**src/rtl/smg_scan_scheduler.sv**
```systemverilog
// smg_scan_scheduler: tear-free round-robin seven-segment scan; define SMG_BLANK_EN for an anti-ghost blank gap before every digit.
module smg_scan_scheduler #(
  parameter int          DIGITS  = 4,
  parameter logic [18:0] DWELL   = 19'd49_999,
  parameter logic [11:0] BLANK   = 12'd2_499,
  parameter logic [7:0]  SEG_OFF = 8'hFF
) (
  input  logic                  CLK,
  input  logic                  RST,
  input  logic [8*DIGITS-1:0]   Digit_Data,
  input  logic [DIGITS-1:0]     Digit_Enable,
  output logic [7:0]            Row_Scan_Sig,
  output logic [DIGITS-1:0]     Column_Scan_Sig,
  output logic                  Frame_Sync
);
  localparam int IW = $clog2(DIGITS);
  localparam int DW = $clog2(int'(DWELL) + 2);
  localparam logic [DW-1:0] DWELL_C = DW'(DWELL);
`ifdef SMG_BLANK_EN
  localparam int BW = $clog2(int'(BLANK) + 2);
  localparam logic [BW-1:0] BLANK_C = BW'(BLANK);
  typedef enum logic [1:0] {S_IDLE, S_BLANK, S_SHOW} state_t;
  localparam state_t S_START = S_BLANK;
  logic [BW-1:0] bcnt_q, bcnt_d;
`else
  typedef enum logic [1:0] {S_IDLE, S_SHOW} state_t;
  localparam state_t S_START = S_SHOW;
`endif
  state_t state_q, state_d;
  logic [IW-1:0] idx_q, idx_d, up_idx, fresh_idx;
  logic [DW-1:0] cnt_q, cnt_d;
  logic [8*DIGITS-1:0] sh_data_q;
  logic [DIGITS-1:0] sh_en_q, col_q, col_d;
  logic [7:0] row_q, row_d;
  logic fs_q, fs_d, snap, up_found;
  always_ff @(posedge CLK) begin
    if (RST) begin
      state_q   <= S_IDLE;
      idx_q     <= '0;
      cnt_q     <= '0;
`ifdef SMG_BLANK_EN
      bcnt_q    <= '0;
`endif
      sh_data_q <= '0;
      sh_en_q   <= '0;
      col_q     <= '1;
      row_q     <= SEG_OFF;
      fs_q      <= 1'b0;
    end else begin
      state_q <= state_d;
      idx_q   <= idx_d;
      cnt_q   <= cnt_d;
`ifdef SMG_BLANK_EN
      bcnt_q  <= bcnt_d;
`endif
      col_q   <= col_d;
      row_q   <= row_d;
      fs_q    <= fs_d;
      if (snap) begin
        sh_data_q <= Digit_Data;
        sh_en_q   <= Digit_Enable;
      end
    end
  end
  // A wrap (no enabled digit above the current one) closes the frame and resamples the inputs.
  always_comb begin
    up_found  = 1'b0;
    up_idx    = '0;
    fresh_idx = '0;
    for (int k = DIGITS - 1; k >= 0; k--) begin
      if (sh_en_q[k] && k > int'(idx_q)) begin
        up_found = 1'b1;
        up_idx   = IW'(k);
      end
      if (Digit_Enable[k]) fresh_idx = IW'(k);
    end
    state_d = state_q;
    idx_d   = idx_q;
    cnt_d   = cnt_q;
    snap    = 1'b0;
`ifdef SMG_BLANK_EN
    bcnt_d  = bcnt_q;
`endif
    case (state_q)
      S_IDLE: begin
        snap = 1'b1;
        if (|Digit_Enable) begin
          state_d = S_START;
          idx_d   = fresh_idx;
          cnt_d   = '0;
        end
      end
`ifdef SMG_BLANK_EN
      S_BLANK: begin
        bcnt_d = bcnt_q + 1'b1;
        if (bcnt_q == BLANK_C) begin
          state_d = S_SHOW;
          bcnt_d  = '0;
          cnt_d   = '0;
        end
      end
`endif
      S_SHOW: begin
        cnt_d = cnt_q + 1'b1;
        if (cnt_q == DWELL_C) begin
          cnt_d = '0;
          snap  = !up_found;
          state_d = (up_found || |Digit_Enable) ? S_START : S_IDLE;
          idx_d   = up_found ? up_idx : (|Digit_Enable ? fresh_idx : '0);
        end
      end
      default: state_d = S_IDLE;
    endcase
  end
  always_comb begin
    col_d = (state_q == S_SHOW) ? ~(DIGITS'(1) << idx_q) : '1;
    row_d = (state_q == S_SHOW) ? sh_data_q[8*idx_q +: 8] : SEG_OFF;
    fs_d  = snap;
  end
  assign Row_Scan_Sig    = row_q;
  assign Column_Scan_Sig = col_q;
  assign Frame_Sync      = fs_q;
endmodule

```
**config.mk**
```make
export PLATFORM = sky130hd
export DESIGN_NAME = smg_scan_scheduler
export DESIGN_NICKNAME = d
export VERILOG_FILES = /design/src/rtl/smg_scan_scheduler.sv
export SDC_FILE = /design/constraint.sdc
export NUM_CORES = 1
export LEC_CHECK = 0
export CORE_UTILIZATION = 55
export CTS_CLUSTER_SIZE = 20
export DETAILED_ROUTE_END_ITERATION = 16
export GPL_ROUTABILITY_DRIVEN = 0
export PLACE_DENSITY = 0.84
export SETUP_SLACK_MARGIN = 0.4
export SYNTH_ARGS = -nofsm -noshare
export SYNTH_HDL_FRONTEND = slang
export SYNTH_SLANG_ARGS = --single-unit
```
**constraint.sdc**
```tcl
create_clock -name CLK -period 2.7 [get_ports CLK]
set_input_delay 0.405 -clock CLK [delete_from_list [all_inputs] [get_ports CLK]]
set_output_delay 0.405 -clock CLK [all_outputs]
set_load 0.01 [all_outputs]
```
Yosys cells after proc, flatten, opt, wreduce, memory -nomap -nowiden --
Index checks and enable logic that the tools add are counted.
Word-level totals: flip-flop bits (word level) 69, input port bits 38, logic and storage cells 56
Operators by class: $add $sub $neg 1, magnitude comparators 3, equality and inequality tests 4, shift operators 2, mux-type cells 24, bitwise operators 2, reduce and logical (&&, ||, !) cells 12
Operators by type and width (number):
- 16-bit 2-to-1 mux | 2
- 16-bit one-hot mux with 2 select lines | 1
- 32-bit by 6-bit variable part select with 8-bit output | 1
- 2-bit 2-to-1 mux | 13
- 16-bit by 1-bit adder with 16-bit output (second input constant) | 1
- 16-bit equality test (second input constant) | 1
- 2-bit one-hot mux with 2 select lines | 2
- 1-bit 2-to-1 mux | 5
- 2-bit > comparator (first input constant) | 2
- 2-bit inequality test (second input constant) | 2
- 4-bit NOT | 1
- 2-bit AND reduction | 2
- 4-bit OR reduction | 1
- 1-bit by 2-bit left shift with 4-bit output (first input constant) | 1
- 1-bit logical AND | 3
- 3-bit AND reduction | 1
- 2-bit by 1-bit equality test with 1-bit output (second input constant) | 1
- 1-bit by 2-bit > comparator with 1-bit output (first input constant) | 1
- 2-bit logical NOT | 1
- 1-bit one-hot mux with 2 select lines | 1
- 2-bit nonzero test | 1
- 2-bit OR reduction | 1
- 1-bit logical NOT | 1
- 1-bit logical OR | 1
- 1-bit NOT | 1

Logic depth before layout (Yosys ltp) --
Gate-level depths: netlist of run 1.
depth after elaboration 9, depth in mapped cells 8, gate-level depth less buffers 5

Least setup slack after synthesis of run 1 --
No wires, ideal clock.
path type reg2reg, from reg cnt_q[0], to reg sh_data_q[10], data arrival time 1693 ps, required time 2580 ps, path slack 887 ps, cell stages (with the launch flop) 9, path through dfxtp_1 ha_1 and3_1 buf_2 nand4_4 o31a_1 buf_6 buf_6 mux2i_1
On the way: longest elaborated chain between the ends 3
Ends and longest elaborated chain:
- from (decl) | line 31 | logic [DW-1:0] cnt_q, cnt_d;
- from (signal assigned) | line 52 | cnt_q <= cnt_d;
- 16-bit equality test | line 105 | if (cnt_q == DWELL_C) begin
- 1-bit 2-to-1 mux | line 105
- 1-bit one-hot mux with 2 select lines | line 84 | case (state_q)
- to (signal assigned) | line 60 | sh_data_q <= Digit_Data;
- to (decl) | line 32 | logic [8*DIGITS-1:0] sh_data_q;
Every way passes these cells. A chain may end at the register's enable or synchronous reset.

Worst setup path after layout of run 1 --
from reg cnt_q[0], to reg sh_data_q[21]
Same word-level chain as after synthesis.

==> results of run 1 <==
## tightest hold or removal path, stage by stage (launching register included)
cell      delay [ns]
dfxtp_1         0.31
nand2b_1        0.06
mux2i_1         0.06
## layer usage
| metal | track usage | vias to the layer above | wire, um |
|---|---|---|---|
| met5 | 0 | - | 0 |
| met4 | 0.0982 | 0 | 125 |
| met3 | 0.0644 | 10 | 338 |
| met2 | 0.378 | 73 | 3110 |
| met1 | 0.326 | 1193 | 3230 |
| li1 | - | 1301 | - |
## layout make-up
type                    instances  area [um2]
inverters                       8        30.0
well taps                      72        90.1
fillers                       424        1640
multi-input cells             241        1780
flip-flops and latches         67        1340
clock inverters                 5        61.3
repair buffers                 57         548
clock buffers                  11         151
## Yosys cell counts (2+ instances only)
library cell / instances / area, um2
xor2_1: 4 / 35.0
a41oi_1: 2 / 17.5
buf_6: 4 / 45.0
nand4_1: 10 / 62.6
a22oi_1: 3 / 22.5
and4_1: 4 / 35.0
and2_1: 3 / 18.8
inv_1: 8 / 30.0
a21oi_1: 9 / 45.0
and3_1: 3 / 18.8
dfxtp_1: 67 / 1340
nand3b_1: 2 / 15.0
nand2b_1: 72 / 450
clkbuf_1: 16 / 60.1
nor3_1: 2 / 10.0
o21ai_1: 2 / 10.0
a31oi_1: 5 / 31.3
o2111ai_1: 4 / 35.0
buf_1: 2 / 7.51
o21ai_0: 5 / 25.0
nand2_1: 14 / 52.6
or3_1: 9 / 56.3
mux4_2: 8 / 180
o211ai_1: 2 / 15.0
nand3_1: 15 / 75.1
mux2i_1: 34 / 340
buf_2: 4 / 20.0
nor2_1: 12 / 45.0
## worst max-delay path by stage
stage / start / cells past startpoint / slack (ns) / end
5_1_grt: cnt_q[0]$_SDFFE_PP0P_ / 6 / 0.44 / sh_data_q[5]$_SDFFE_PP0P_
4_1_cts: cnt_q[0]$_SDFFE_PP0P_ / 6 / 0.56 / sh_data_q[21]$_SDFFE_PP0P_
2_1_floorplan: cnt_q[0]$_SDFFE_PP0P_ / 8 / 0.89 / sh_data_q[10]$_SDFFE_PP0P_
6_report: cnt_q[0]$_SDFFE_PP0P_ / 6 / 0.56 / sh_data_q[21]$_SDFFE_PP0P_
3_3_place_gp: Digit_Enable[1] / 5 / 0.48 / cnt_q[13]$_SDFFE_PP0P_
3_5_place_dp: Digit_Enable[2] / 5 / 0.45 / cnt_q[9]$_SDFFE_PP0P_
## registers in the layout, summed over array words and instances, names as in the netlist
register and flops:
state_q 1, Frame_Sync 1, Column_Scan_Sig 4, Row_Scan_Sig 8
sh_en_q 3, cnt_q 16, idx_q 2, sh_data_q 32
## where the power goes
group          internal, mW  switching, mW
clock network         0.480          0.389
registers              1.04         0.0291
logic                 0.162          0.121
total                  1.68          0.539
## cells by family (layout without fill, tap and decap cells)
family / Yosys count / count (layout) / share of synthesized area
AND/OR/NAND/NOR: 154 / 154 / 0.286
flip-flops: 67 / 67 / 0.409
multiplexers: 42 / 42 / 0.159
AO/OA/AOI/OAI: 40 / 40 / 0.0823
buffers and inverters: 34 / 81 / 0.0496
XOR/XNOR: 4 / 4 / 0.0107
adder cells (fa/ha/maj): 1 / 1 / 0.00381
==> out/metrics.cfg, run 1 <==
[clock_network]
cts.clk_slew.worst_paths_ns=0.08
clockRootBuffer=clkbuf_8
ctsHoldBuffers=0
clockBufferDepth=2
clk_latency_ns=0.34
numCtsBuffers=9
cts_tree=yes
cts_setup_buffers=0
cts_htree_levels=3
clkSinkCount=67
cts_resized=0

[pwr]
finalPower_mw=2.22
ir_drop_uv=289
power_density_nw_per_um2=555
p_leak_nw=1.54

[worst_setup_path]
crit_family=simple AND/OR/NAND/NOR gates
crit_required_ns=2.90
critPathMaxFanout=35
crit_chain=ha_1, and3_1, nand4_4, o31a_2, buf_4, mux2i_1
critical-path-max-stage-delay_ns=0.41
rr_endpoint=sh_data_q[21]$_SDFFE_PP0P_
crit_arrival_ns=2.35
endpoint_kind=flop
timing.critical_path.buf_inv=1
cp-start-kind=flop
r2r_setup_slack_ns=0.56
r2r_cells=6
r2r-start=cnt_q[0]$_SDFFE_PP0P_
crit_path_top_delay_cell=and3_1
worst-setup-path-type=flop to flop

[finish]
final_cell_mix=72 x nand2b_1, 67 x dfxtp_1, 49 x clkdlybuf4s50_1
drive_gt1_frac=0.0951
area_growth_syn_to_layout_pct=21.9
stdcell_count=461
nNetsFinal=423
fin_area_um2=4000
diodes=0
fin_util=0.709
final_common_cell=nand2b_1

[detailed_routing]
viasPerCell=5.59
wl_per_cell_um=14.7
drtPass1Iterations=4
drt-total-wl_mm=6.80
antenna_left=0
drc=0
route.vias.total=2577
drtIter0Drc=153

[run]
max_cap_viol_count=0

[synth]
yosys_register_bits=67
syn_inst=342
yosysWarningCount=0
yosysSeqAreaShare=0.409
synth_cell_type_count=45
syn-num-nets=381
synth-main-ff-cell=dfxtp_1
syn_area_per_cell_um2=9.60
synth-edff-count=0
ys_async_sr_fraction=0
syn_area_um2=3280

[sta]
setup_ws_ns=0.556
fin_crit_sh=0.794
drv_slew=0
clock_skew_ns=0.00765
tns_ns=0
holdWs_ns=0.479
slew_headroom=0.619
rsz0062_at_grt=no
fmax_mhz=466
tightest_slew_ns=0.571
period_minus_slack_ns=2.14
hold_viol=0
setup_viol=0

[min_path]
min_to=sh_data_q[30]$_SDFFE_PP0P_
hp-class=flop to flop
whs_path_depth=2
hold_path_startpoint=sh_data_q[30]$_SDFFE_PP0P_

[global_routing]
grt_usage=0.245
grt_overflow=0
grt_max_degree=37
first_global_vias=2472
grt_pass1_wl_mm=11.7
antenna_found_initial=0

[place]
port_buffers=50
dp.final_hpwl_mm=4.72
place_ws_ns=0.445
numPlacedInstances=445
dpl-instance-area_um2=3790

[floorplan]
core_region_area_um2=5640
initial_core_util=0.582
io_pins=51
die_x_um=79.2
die-height_um=79.2
fp-row-count=27
die_area_um2=6280

[status]
status=finished clean

Note: power is estimated with default switching activity, not from simulation.
==> run 2: changes to the inputs <==
Settings changed: CORE_UTILIZATION 55 to 54, PLACE_DENSITY 0.84 to 0.83.
Clock period 2.7 ns to 2 ns, I/O delays scaled along.
==> out/metrics.cfg, run 2 (synthesized netlist as in run 1, its figures left out) <==
[worst_setup_path]
critical-path-max-stage-delay_ns=0.41  ; about the same
crit_arrival_ns=2.01  ; -0.34 ns
crit_path_top_delay_cell=a2111oi_1
cp-start-kind=flop
crit_required_ns=2.22  ; -0.68 ns
r2r_setup_slack_ns=0.22  ; -0.34 ns
critPathMaxFanout=4  ; -89%
worst-setup-path-type=flop to flop
crit_chain=nor4b_4, buf_4, a41o_1, nor2_1, a2111oi_1
endpoint_kind=flop

[pwr]
power_frac_seq=0.449  ; -0.032
intPower_mw=2.46  ; +46%
finalPower_mw=3.22  ; +45%
p_sw_frac=0.235  ; -0.00767
combPwrFrac=0.137  ; +0.010
p_leak_nw=1.68  ; +8.9%
switchingPower_mw=0.757  ; +40%
ir_drop_uv=438  ; +52%
p_clk_frac=0.414  ; +0.022
power_density_nw_per_um2=739  ; +33%

[finish]
largest-register=sh_data_q
largest_reg_flops=32  ; unchanged
diodes=0  ; unchanged
final_cell_mix=72 x nand2b_1, 56 x dfxtp_1, 47 x clkdlybuf4s50_1
drive_gt1_frac=0.188  ; +0.0930
final_common_cell=nand2b_1
nNetsFinal=438  ; +3.5%
fin_util=0.740  ; +0.0312
fillerInstances=387  ; -8.7%
area_growth_syn_to_layout_pct=32.8
fin_area_um2=4360  ; +8.9%

[place]
dpl-instance-area_um2=3880  ; +2.3%
place_ws_ns=-0.0604  ; -0.506 ns
dp.final_hpwl_mm=4.83  ; +2.4%
port_buffers=50  ; unchanged

[sta]
slew_headroom=0.709  ; +0.0898
rsz0062_at_grt=yes
period_minus_slack_ns=1.78  ; -0.360 ns
drv_slew=0  ; unchanged
holdWs_ns=0.342  ; -0.137 ns
fin_crit_sh=0.892  ; +0.0980
hold_viol=0  ; unchanged
fmax_mhz=561  ; +20%
setup_ws_ns=0.216  ; -0.340 ns
setup_viol=0  ; unchanged
tightest_slew_ns=0.432  ; -0.138 ns
clock_skew_ns=0.00707  ; -0.000581 ns

[global_routing]
grt_max_degree=46  ; +24%
grt_pass1_wl_mm=12.3  ; +5.1%
use_met3=0.0629  ; -0.00151
grt_usage=0.254  ; +0.00855
top_usage_layer=met2
grt_use_met2=0.418  ; +0.0404
grtUsageMet1=0.305  ; -0.0210
first_global_vias=2650  ; +7.2%
antenna_found_initial=0  ; unchanged
grt_overflow=0  ; unchanged

[floorplan]
io_pins=51  ; unchanged
die_x_um=80.0  ; +0.90%
initial_core_util=0.558  ; -0.0241
core_region_area_um2=5890  ; +4.3%
die_area_um2=6390  ; +1.8%
die-height_um=80.0  ; +0.90%
fp-row-count=28  ; +3.7%

[clock_network]
clockRootBuffer=clkbuf_8
numCtsBuffers=9  ; unchanged
ctsHoldBuffers=0  ; unchanged
clkSinkCount=67  ; unchanged
cts.clk_slew.worst_paths_ns=0.07  ; about the same
cts_htree_levels=3  ; unchanged
cts_tree=yes
clk_latency_ns=0.35  ; about the same
clockBufferDepth=2  ; unchanged

[detailed_routing]
wl_per_cell_um=16.7  ; +13%
antenna_left=0  ; unchanged
drtIter0Drc=165  ; +7.8%
drc=0  ; unchanged
viasPerCell=5.82  ; +4.1%
route.vias.total=2787  ; +8.1%
drtPass1Iterations=5  ; +1
drt-total-wl_mm=8.01  ; +18%

[run]
max_cap_viol_count=0  ; unchanged

[status]
status=finished clean

[min_path]
hp-class=input pin to flop

run 2: cell types whose count changed in the layout (fill, tap and decap cells not counted), sizes merged, moves of 2 or more:
cell and delta:
dlymetal6s2s +2, clkbuf +3, clkinv -3, buf +14
clkdlybuf4s50 -2
run 2: path summary, 6_finish.rpt:
path	startpoint	end	cells after the start
min	Digit_Enable[1]	sh_en_q[1]$_SDFFE_PP0P_	3
min reg2reg	sh_data_q[23]$_SDFFE_PP0P_	sh_data_q[23]$_SDFFE_PP0P_	2
max	cnt_q[12]$_SDFFE_PP0P_	sh_en_q[1]$_SDFFE_PP0P_	5
max reg2reg	cnt_q[12]$_SDFFE_PP0P_	sh_en_q[1]$_SDFFE_PP0P_	5
run 2: critical path: cells and delay by family (launching register included):
family / cells / cell delay (ns)
buffers and inverters: 1 / 0.19
and+or+nand+nor: 2 / 0.46
DFF: 1 / 0.36
AOI/OAI and AO/OA: 2 / 0.65
run 2: metrics by stage:
| step | std cells | setup TNS, ns |
|---|---|---|
| 2_1_floorplan | 342 | 0 |
| 3_3_place_gp | 454 | 0 |
| 3_5_place_dp | 454 | -0.0974 |
| 4_1_cts | 476 | 0 |
| 5_1_grt | 479 | 0 |
| 6_report | 479 | 0 |
run 2: routing by layer:
metal | up-vias | share of wire
met4 | 0 | 0.022
met5 | - | 0
met1 | 1300 | 0.41
met3 | 21 | 0.064
met2 | 128 | 0.50
li1 | 1338 | -
run 2: power groups by stage:
stage	clock network (mW)	registers, mW	logic, mW
6_report	1.33	1.44	0.441
5_1_grt	1.39	1.45	0.472
4_1_cts	1.34	1.45	0.419
3_5_place_dp	0	1.47	0.394
3_3_place_gp	0	1.47	0.385
2_1_floorplan	0	1.47	0.237
run 2: cell type report:
class	count	area, um2	share of cell area
timing repair buffer	72	736	0.169
sequential	67	1360	0.313
clock inverter	3	68.8	0.0158
inverter	8	33.8	0.00775
multi-input combinational	241	1890	0.435
tap	75	93.8	0.0215
clock buffer	13	169	0.0388
run 2: what timing repair did:
item                                    CTS  global route
gates resized for setup                  21            17
cloned                                    1             1
hold endpoints to repair                  0             0
pin swaps                                 3             5
endpoints found under the setup margin   49            45
buffers inserted                          5             2
==> run 3: changes to the inputs <==
Settings changed: CTS_CLUSTER_DIAMETER set to 40.
==> results of run 3 <==
No change in the layout: final DEF, timing and power equal those of run 2.
